==> config.mk <==
export PLATFORM = sky130hd
export DESIGN_NAME = pe_bf16_ws_flat
export DESIGN_NICKNAME = d
export VERILOG_FILES = /design/src/rtl/pe_pkg.sv /design/src/rtl/pe_bf16_ws_if.sv /design/src/rtl/pe_bf16_fma.sv /design/src/rtl/pe_delay_line.sv /design/src/rtl/pe_bf16_ws.sv /design/src/flat_wrapper.sv
export SDC_FILE = /design/constraint.sdc
export NUM_CORES = 1
export LEC_CHECK = 0
export BUFFER_PORTS_ARGS = -buffer_cell sky130_fd_sc_hd__buf_2
export CORE_MARGIN = 4
export CORE_UTILIZATION = 35
export CTS_CLUSTER_SIZE = 28
export DETAILED_ROUTE_END_ITERATION = 10
export GPL_TIMING_DRIVEN = 0
export PLACE_DENSITY = 0.47
export SLEW_MARGIN = 5
export SYNTH_ARGS = -nofsm -noshare
export SYNTH_HDL_FRONTEND = slang
export SYNTH_SLANG_ARGS = --single-unit
==> constraint.sdc <==
create_clock -name clk -period 41.6 [get_ports clk]
set_clock_uncertainty 0.1 [all_clocks]
set_input_delay 6.24 -clock clk [delete_from_list [all_inputs] [get_ports clk]]
set_output_delay 6.24 -clock clk [all_outputs]
set_load 0.02 [all_outputs]
==> src/rtl/pe_pkg.sv <==
// pe_pkg: shared widths, constants and mode encoding for the bf16 weight-stationary PE
package pe_pkg;
    localparam int BF16_W = 16;
    localparam int FP32_W = 32;
    localparam logic [FP32_W-1:0] FP32_ZERO = 32'h0000_0000;
    localparam logic [FP32_W-1:0] FP32_QNAN = 32'h7FC0_0000;
    typedef enum logic {PE_MODE_FMA = 1'b0, PE_MODE_BYPASS = 1'b1} pe_mode_e;
endpackage

==> src/rtl/pe_bf16_ws_if.sv <==
// pe_bf16_ws_if: all data, valid and control signals of one PE; clk/reset stay outside
interface pe_bf16_ws_if
    import pe_pkg::*;
#(
    parameter int IN_W  = BF16_W,
    parameter int ACC_W = FP32_W,
    parameter int CNT_W = 32
);
    logic             i_en;
    logic             i_mode;
    logic             i_wload;
    logic             i_wswap;
    logic [IN_W-1:0]  i_weight;
    logic [IN_W-1:0]  o_weight;
    logic [IN_W-1:0]  i_west;
    logic             i_west_valid;
    logic [IN_W-1:0]  o_east;
    logic             o_east_valid;
    logic [ACC_W-1:0] i_north;
    logic             i_north_valid;
    logic [ACC_W-1:0] o_south;
    logic             o_south_valid;
    logic             o_busy;
    logic [CNT_W-1:0] o_mac_count;

    modport master (
        output i_en, i_mode, i_wload, i_wswap, i_weight, i_west, i_west_valid, i_north, i_north_valid,
        input  o_weight, o_east, o_east_valid, o_south, o_south_valid, o_busy, o_mac_count
    );
    modport slave (
        input  i_en, i_mode, i_wload, i_wswap, i_weight, i_west, i_west_valid, i_north, i_north_valid,
        output o_weight, o_east, o_east_valid, o_south, o_south_valid, o_busy, o_mac_count
    );
endinterface

==> src/rtl/pe_bf16_fma.sv <==
// pe_bf16_fma: combinational bf16 x bf16 + fp32 -> fp32, round-to-nearest-even, subnormals flushed to zero
module pe_bf16_fma
    import pe_pkg::*;
(
    input  logic [BF16_W-1:0] a_i,
    input  logic [BF16_W-1:0] b_i,
    input  logic [FP32_W-1:0] c_i,
    output logic [FP32_W-1:0] r_o
);
    logic a_nan, b_nan, c_nan, a_inf, b_inf, c_inf, a_zero, b_zero, c_zero;
    logic p_nan, p_inf, p_zero, p_big, sp, sl, ss, up;
    logic [15:0] prod;
    logic [23:0] mp, mc, ml, ms;
    logic signed [10:0] ep, ec, el, es, d, er;
    logic [26:0] al, ax, sh, n;
    logic [27:0] sum;
    logic [4:0] lz;
    logic [30:0] rb;

    // the 8x8-bit product is exact in fp32, so only the final add rounds
    always_comb begin
        a_nan  = &a_i[14:7] && |a_i[6:0];
        b_nan  = &b_i[14:7] && |b_i[6:0];
        c_nan  = &c_i[30:23] && |c_i[22:0];
        a_inf  = &a_i[14:7] && !(|a_i[6:0]);
        b_inf  = &b_i[14:7] && !(|b_i[6:0]);
        c_inf  = &c_i[30:23] && !(|c_i[22:0]);
        a_zero = a_i[14:7] == '0;
        b_zero = b_i[14:7] == '0;
        c_zero = c_i[30:23] == '0;
        sp     = a_i[15] ^ b_i[15];
        prod   = 16'({1'b1, a_i[6:0]}) * 16'({1'b1, b_i[6:0]});
        ep     = $signed({3'b0, a_i[14:7]}) + $signed({3'b0, b_i[14:7]}) - 11'sd127 + $signed({10'b0, prod[15]});
        mp     = prod[15] ? {prod, 8'b0} : {prod[14:0], 9'b0};
        ec     = $signed({3'b0, c_i[30:23]});
        mc     = {1'b1, c_i[22:0]};
        p_nan  = a_nan || b_nan || (a_inf && b_zero) || (b_inf && a_zero);
        p_zero = a_zero || b_zero || (ep <= 11'sd0);
        p_inf  = !p_nan && (a_inf || b_inf || (!p_zero && ep >= 11'sd255));
        p_big  = (ep > ec) || (ep == ec && mp >= mc);
        sl     = p_big ? sp : c_i[31];
        ss     = p_big ? c_i[31] : sp;
        el     = p_big ? ep : ec;
        es     = p_big ? ec : ep;
        ml     = p_big ? mp : mc;
        ms     = p_big ? mc : mp;
        d      = el - es;
        al     = {ml, 3'b0};
        sh     = {ms, 3'b0} >> d[4:0];
        ax     = (d >= 11'sd27) ? 27'd1 : {sh[26:1], sh[0] | (|({ms, 3'b0} & ~(27'h7FF_FFFF << d[4:0])))};
        sum    = (sl == ss) ? {1'b0, al} + {1'b0, ax} : {1'b0, al} - {1'b0, ax};
        lz     = '0;
        for (int i = 0; i < 27; i++) if (sum[i]) lz = 5'(26 - i);
        n      = sum[27] ? {sum[27:2], sum[1] | sum[0]} : sum[26:0] << lz;
        er     = sum[27] ? el + 11'sd1 : el - $signed({6'b0, lz});
        up     = n[2] && (n[1] || n[0] || n[3]);
        rb     = {er[7:0], n[25:3]} + {30'b0, up};
        if (p_nan || c_nan || (p_inf && c_inf && sp != c_i[31])) r_o = FP32_QNAN;
        else if (p_inf || c_inf) r_o = {p_inf ? sp : c_i[31], 8'hFF, 23'b0};
        else if (p_zero && c_zero) r_o = {sp & c_i[31], 31'b0};
        else if (p_zero) r_o = c_i;
        else if (c_zero) r_o = {sp, ep[7:0], mp[22:0]};
        else if (!n[26]) r_o = FP32_ZERO;
        else if (er >= 11'sd255) r_o = {sl, 8'hFF, 23'b0};
        else if (er <= 11'sd0) r_o = {sl, 31'b0};
        else r_o = {sl, rb};
    end
endmodule

==> src/rtl/pe_delay_line.sv <==
// pe_delay_line: enable-gated shift register with every stage exposed and sync active-low clear
module pe_delay_line #(
    parameter int DEPTH = 1,
    parameter int WIDTH = 1
) (
    input  logic                        clk,
    input  logic                        reset,
    input  logic                        en_i,
    input  logic [WIDTH-1:0]            d_i,
    output logic [DEPTH-1:0][WIDTH-1:0] taps_o,
    output logic [WIDTH-1:0]            q_o
);
    logic [DEPTH-1:0][WIDTH-1:0] stage_q;

    // shift one stage per enabled cycle; clear drops everything in flight
    always_ff @(posedge clk) begin
        if (!reset) begin
            stage_q <= '0;
        end else if (en_i) begin
            stage_q[0] <= d_i;
            for (int k = 1; k < DEPTH; k++) stage_q[k] <= stage_q[k-1];
        end
    end

    assign taps_o = stage_q;
    assign q_o    = stage_q[DEPTH-1];
endmodule

==> src/rtl/pe_bf16_ws.sv <==
// pe_bf16_ws: weight-stationary bf16 PE with double-buffered weights, valid pipeline, bypass and MAC counter
module pe_bf16_ws
    import pe_pkg::*;
#(
    parameter int IN_W    = BF16_W,
    parameter int ACC_W   = FP32_W,
    parameter int FMA_LAT = 1,
    parameter int CNT_W   = 32
) (
    input logic         clk,
    input logic         reset,
    pe_bf16_ws_if.slave bus
);
    logic [IN_W-1:0]  shadow_q, shadow_d, active_q, active_d, east_q;
    logic             east_valid_q, bypass, issue, wzero, busy;
    logic [ACC_W-1:0] c_op, fma_r, result_d, south_hold_q;
    logic [CNT_W-1:0] cnt_q, cnt_d;
    logic [FMA_LAT-1:0][ACC_W:0] taps;
    logic [ACC_W:0]   tail;

    pe_bf16_fma u_fma (
        .a_i(bus.i_west),
        .b_i(active_q),
        .c_i(c_op),
        .r_o(fma_r)
    );

    // the result is fixed at issue, so a later weight swap cannot reach ops already in the pipe
    pe_delay_line #(.DEPTH(FMA_LAT), .WIDTH(ACC_W + 1)) u_pipe (
        .clk(clk),
        .reset(reset),
        .en_i(bus.i_en),
        .d_i({issue, result_d}),
        .taps_o(taps),
        .q_o(tail)
    );

    // issue decision, operand selection and next-state for weights and counter
    always_comb begin
        bypass   = pe_mode_e'(bus.i_mode) == PE_MODE_BYPASS;
        issue    = bypass ? bus.i_north_valid : bus.i_west_valid;
        c_op     = bus.i_north_valid ? bus.i_north : FP32_ZERO;
        wzero    = active_q[IN_W-2:0] == '0;
        result_d = bypass ? bus.i_north : (wzero ? c_op : fma_r);
        shadow_d = bus.i_wload ? bus.i_weight : shadow_q;
        active_d = bus.i_wswap ? shadow_q : active_q;
        cnt_d    = (issue && !bypass && !wzero && !(&cnt_q)) ? cnt_q + CNT_W'(1) : cnt_q;
        busy     = 1'b0;
        for (int k = 0; k < FMA_LAT; k++) busy = busy | taps[k][ACC_W];
    end

    // architectural state; i_en low freezes everything, reset wins over i_en
    always_ff @(posedge clk) begin
        if (!reset) begin
            shadow_q     <= '0;
            active_q     <= '0;
            east_q       <= '0;
            east_valid_q <= 1'b0;
            south_hold_q <= '0;
            cnt_q        <= '0;
        end else if (bus.i_en) begin
            shadow_q     <= shadow_d;
            active_q     <= active_d;
            east_q       <= bus.i_west;
            east_valid_q <= bus.i_west_valid;
            cnt_q        <= cnt_d;
            if (tail[ACC_W]) south_hold_q <= tail[ACC_W-1:0];
        end
    end

    assign bus.o_weight      = shadow_q;
    assign bus.o_east        = east_q;
    assign bus.o_east_valid  = east_valid_q;
    assign bus.o_south_valid = tail[ACC_W];
    assign bus.o_south       = tail[ACC_W] ? tail[ACC_W-1:0] : south_hold_q;
    assign bus.o_busy        = busy;
    assign bus.o_mac_count   = cnt_q;
endmodule

==> src/flat_wrapper.sv <==
// flat-port wrapper written by rule: the top's interface ports become plain ports
module pe_bf16_ws_flat import pe_pkg::*;
#(
    parameter int IN_W    = BF16_W,
    parameter int ACC_W   = FP32_W,
    parameter int FMA_LAT = 1,
    parameter int CNT_W   = 32
)
  (clk, reset, bus_i_en, bus_i_mode, bus_i_wload, bus_i_wswap, bus_i_weight, bus_i_west, bus_i_west_valid, bus_i_north, bus_i_north_valid, bus_o_weight, bus_o_east, bus_o_east_valid, bus_o_south, bus_o_south_valid, bus_o_busy, bus_o_mac_count);
  pe_bf16_ws_if #(.IN_W(IN_W), .ACC_W(ACC_W), .CNT_W(CNT_W)) bus_i ();
  input logic clk;
  input logic reset;
  input wire logic [$bits(bus_i.i_en)-1:0] bus_i_en;
  input wire logic [$bits(bus_i.i_mode)-1:0] bus_i_mode;
  input wire logic [$bits(bus_i.i_wload)-1:0] bus_i_wload;
  input wire logic [$bits(bus_i.i_wswap)-1:0] bus_i_wswap;
  input wire logic [$bits(bus_i.i_weight)-1:0] bus_i_weight;
  input wire logic [$bits(bus_i.i_west)-1:0] bus_i_west;
  input wire logic [$bits(bus_i.i_west_valid)-1:0] bus_i_west_valid;
  input wire logic [$bits(bus_i.i_north)-1:0] bus_i_north;
  input wire logic [$bits(bus_i.i_north_valid)-1:0] bus_i_north_valid;
  output wire logic [$bits(bus_i.o_weight)-1:0] bus_o_weight;
  output wire logic [$bits(bus_i.o_east)-1:0] bus_o_east;
  output wire logic [$bits(bus_i.o_east_valid)-1:0] bus_o_east_valid;
  output wire logic [$bits(bus_i.o_south)-1:0] bus_o_south;
  output wire logic [$bits(bus_i.o_south_valid)-1:0] bus_o_south_valid;
  output wire logic [$bits(bus_i.o_busy)-1:0] bus_o_busy;
  output wire logic [$bits(bus_i.o_mac_count)-1:0] bus_o_mac_count;
  assign bus_i.i_en = bus_i_en;
  assign bus_i.i_mode = bus_i_mode;
  assign bus_i.i_wload = bus_i_wload;
  assign bus_i.i_wswap = bus_i_wswap;
  assign bus_i.i_weight = bus_i_weight;
  assign bus_i.i_west = bus_i_west;
  assign bus_i.i_west_valid = bus_i_west_valid;
  assign bus_i.i_north = bus_i_north;
  assign bus_i.i_north_valid = bus_i_north_valid;
  assign bus_o_weight = bus_i.o_weight;
  assign bus_o_east = bus_i.o_east;
  assign bus_o_east_valid = bus_i.o_east_valid;
  assign bus_o_south = bus_i.o_south;
  assign bus_o_south_valid = bus_i.o_south_valid;
  assign bus_o_busy = bus_i.o_busy;
  assign bus_o_mac_count = bus_i.o_mac_count;
  pe_bf16_ws #(.IN_W(IN_W), .ACC_W(ACC_W), .FMA_LAT(FMA_LAT), .CNT_W(CNT_W)) u_core (.clk(clk), .reset(reset), .bus(bus_i));
endmodule
==> flow_summary.json <==
{
  "port_buffers": 166,
  "drt_iter0_markers": 2542,
  "grt_max_degree": 17,
  "drt-pass1-iter-count": 6,
  "drv_slew": 0,
  "clk_path_buf_depth": 2,
  "dpl.cell_count": 3977,
  "yosys-top-cells-area": "dfxtp_1 (13%), ha_1 (8.1%), nand2_1 (5.6%)",
  "ant_nets": 0,
  "cp.arrival_ns": 32.43,
  "initial_core_util_pct": 35.6,
  "ys_seq_elements": 146,
  "row_count": 90,
  "synth-adder-area-share_pct": 11.7,
  "gr-total-overflow": 0,
  "cp-startpoint": "bus_i_west[3]",
  "syn2layout_area_growth_pct": 11.3,
  "seq_area_um2": 2920,
  "grt_use_met3_pct": 4.20,
  "hpwl_mm": 88.2,
  "die_h_um": 257,
  "busiest_layer": "met2",
  "hold_violations": 0,
  "synth_top_cell_area_share_pct": 13.5,
  "cap_viol_max_count": 0,
  "postLayoutCoreUtil_pct": 39.6,
  "clock_latency_ns": 0.43,
  "ys.flop_type": "dfxtp_1",
  "final_cells": 4010,
  "syn_inst": 3028,
  "period_minus_slack_ns": 32.22,
  "totalWireLength_mm": 109,
  "power_switching_w": 0.000641,
  "cts_resized": 0,
  "track_usage_pct": 31.5,
  "synth_area_um2": 21700,
  "cpMostUsedCell": "a21oi_1",
  "fmax_mhz": 31.0,
  "critPathBufInv": 20,
  "fp.dieW_um": 257,
  "wl_per_cell_um": 27.1,
  "cp_slowest_cell": "xnor2_1",
  "cp-start-kind": "primary input",
  "ff2ff_path_depth": 97,
  "crit_end": "u_core.u_pipe.q_o[6]",
  "dieArea_um2": 65900,
  "path_delay_family": "compound AO/OA/AOI/OAI gates",
  "cts_buffers": 17,
  "max_stage_delay_ns": 1.01,
  "switching_share_pct": 56.1,
  "status": "completed",
  "viasPerCell": 6.28,
  "yosysTopAreaCell": "dfxtp_1",
  "async_flop_share_pct": 0,
  "fin_nets": 3465,
  "synth-xor-area-share_pct": 4.14,
  "htreeDepth": 4,
  "clkPwrFrac_pct": 14.2,
  "cp.required_ns": 41.81,
  "netlist-cell-type-count": 122,
  "setup_violations": 0,
  "synth-simple-area-share_pct": 28.7,
  "num_io_pins": 171,
  "tightest_slew_ns": 1.42,
  "drc": 0,
  "grt_antenna_before_repair": 5,
  "cp_num_cells": 98,
  "hold_path_class": "flop to flop",
  "syn-num-nets": 3279,
  "drive_above_1_share_pct": 11.4,
  "layout_common_cells": "nand2_1 (321), nor2_1 (293), a21oi_1 (197), buf_2 (186), inv_1 (155)",
  "synth_top_family_by_area": "compound AO/OA/AOI/OAI gates",
  "end_kind": "flop",
  "grtUsageMet2_pct": 50.0,
  "worstReg2RegStart": "u_core.active_q[6]",
  "rsz0062_at_grt": "false",
  "slew_headroom_pct": 4.41,
  "synth_compound_area_share_pct": 28.7,
  "path_max_fanout": 10,
  "r2r-end": "u_core.u_pipe.q_o[6]",
  "syn_area_per_cell_um2": 7.15,
  "powerDensity_nw_per_um2": 47.4,
  "grt_pass1_vias": 24035,
  "yosysWarnings": 0,
  "finalWeightedCongestion": 0.991,
  "vias": 25197,
  "cts_tree": "yes",
  "seqPwrFrac_pct": 13.5,
  "synth_mux_area_share_pct": 6.96,
  "cts.reportedPaths.clkPinSlew_ns": 0.07,
  "critPathKind": "primary input to flop",
  "final_common_cell": "nand2_1",
  "grt_pass1_wl_mm": 160,
  "internal_power_w": 0.000501,
  "post_cts_buffers": 0,
  "comb_power_share_pct": 72.3,
  "timing.setup.tns_ns": 0,
  "period_share_pct": 77.5,
  "cts_sinks": 146,
  "cts-root-buf": "clkbuf_16",
  "fp.coreArea_um2": 60800,
  "multi_input_area_um2": 17400,
  "r2r_slack_ns": 14.92,
  "leakagePower_nw": 10.1,
  "fillers": 6587,
  "grtUsageMet1_pct": 44.2,
  "vdd_drop_max_uv": 36.6,
  "synth_edf_count": 0,
  "hold_start": "u_core.south_hold_q[9]",
  "holdBufCountCts": 0,
  "ys_seq_area_share_pct": 13.5,
  "whs_ns": 0.383
}
-- how the worst min path moves through the flow --
stage | end | slack [ns] | cells past startpoint
2_1_floorplan | u_core.u_pipe.q_o[0] | 0.35 | 1
3_3_place_gp | u_core.u_pipe.q_o[0] | 0.36 | 1
5_1_grt | u_core.south_hold_q[9] | 0.40 | 2
3_5_place_dp | u_core.south_hold_q[6] | 0.37 | 2
4_1_cts | u_core.south_hold_q[1] | 0.38 | 2
6_report | u_core.south_hold_q[9] | 0.38 | 2
-- Yosys cell counts, types with 43 or more instances --
master / number
a31oi_1: 45
mux2i_1: 70
o21ai_0: 148
clkbuf_1: 133
dfxtp_1: 146
xnor2_1: 73
inv_1: 155
ha_1: 140
nor3_1: 75
nand4_1: 43
mux2_2: 57
a21oi_1: 197
nor2_1: 293
nand2_1: 321
and2_1: 94
nand3_1: 99
-- registers in the layout (all words and copies together), names as in the netlist --
signal,count
u_core.u_pipe.q_o,33
u_core.bus.o_mac_count,32
u_core.south_hold_q,32
u_core.active_q,16
u_core.bus.o_east,16
u_core.bus.o_weight,16
u_core.bus.o_east_valid,1
-- tightest hold or removal path: cells and delay by family, from the launching register on --
| family | cells | cell delay, ns |
|---|---|---|
| flops | 1 | 0.31 |
| simple gates | 2 | 0.13 |
-- area by class of cell --
type / count / share of cell area, %
clock buffer: 19 / 1.88
multi-input combinational: 2538 / 72.1
inverter: 161 / 2.51
tap: 782 / 4.06
antenna: 1 / 0.0104
buffer: 183 / 3.16
clock inverter: 13 / 0.670
sequential: 146 / 12.1
timing repair buffer: 167 / 3.48
-- metal layers --
layer | part of all wire [%] | routed length [um]
met1 | 45 | 48900
met2 | 44 | 47800
met4 | 3.6 | 3910
met3 | 7.3 | 7940
met5 | 0.035 | 38
-- metrics by stage --
| step | setup slack (ns) | instance area (um2) | power, W |
|---|---|---|---|
| floorplan | 16.43 | 21700 | 0.000684 |
| global placement | 9.67 | 23500 | 0.000953 |
| detailed placement | 9.54 | 23500 | 0.000953 |
| CTS | 9.88 | 24100 | 0.00112 |
| global route | 7.92 | 24100 | 0.00120 |
| finish | 9.38 | 24100 | 0.00114 |
-- cell families after synthesis --
kind of cell,after synthesis
simple gates,1232
compound gates,891
buf+inv,344
fa+ha+maj,179
flops,146
mux,137
xor+xnor,99
-- power groups by stage --
stage	Clock [W]	Sequential, W	Combinational, W
3_3_place_gp	0	0.000156	0.000796
5_1_grt	0.000171	0.000154	0.000879
3_5_place_dp	0	0.000157	0.000797
4_1_cts	0.000167	0.000154	0.000801
6_report	0.000163	0.000154	0.000825
2_1_floorplan	0	0.000156	0.000528
Power figures use the tool's default switching activity.
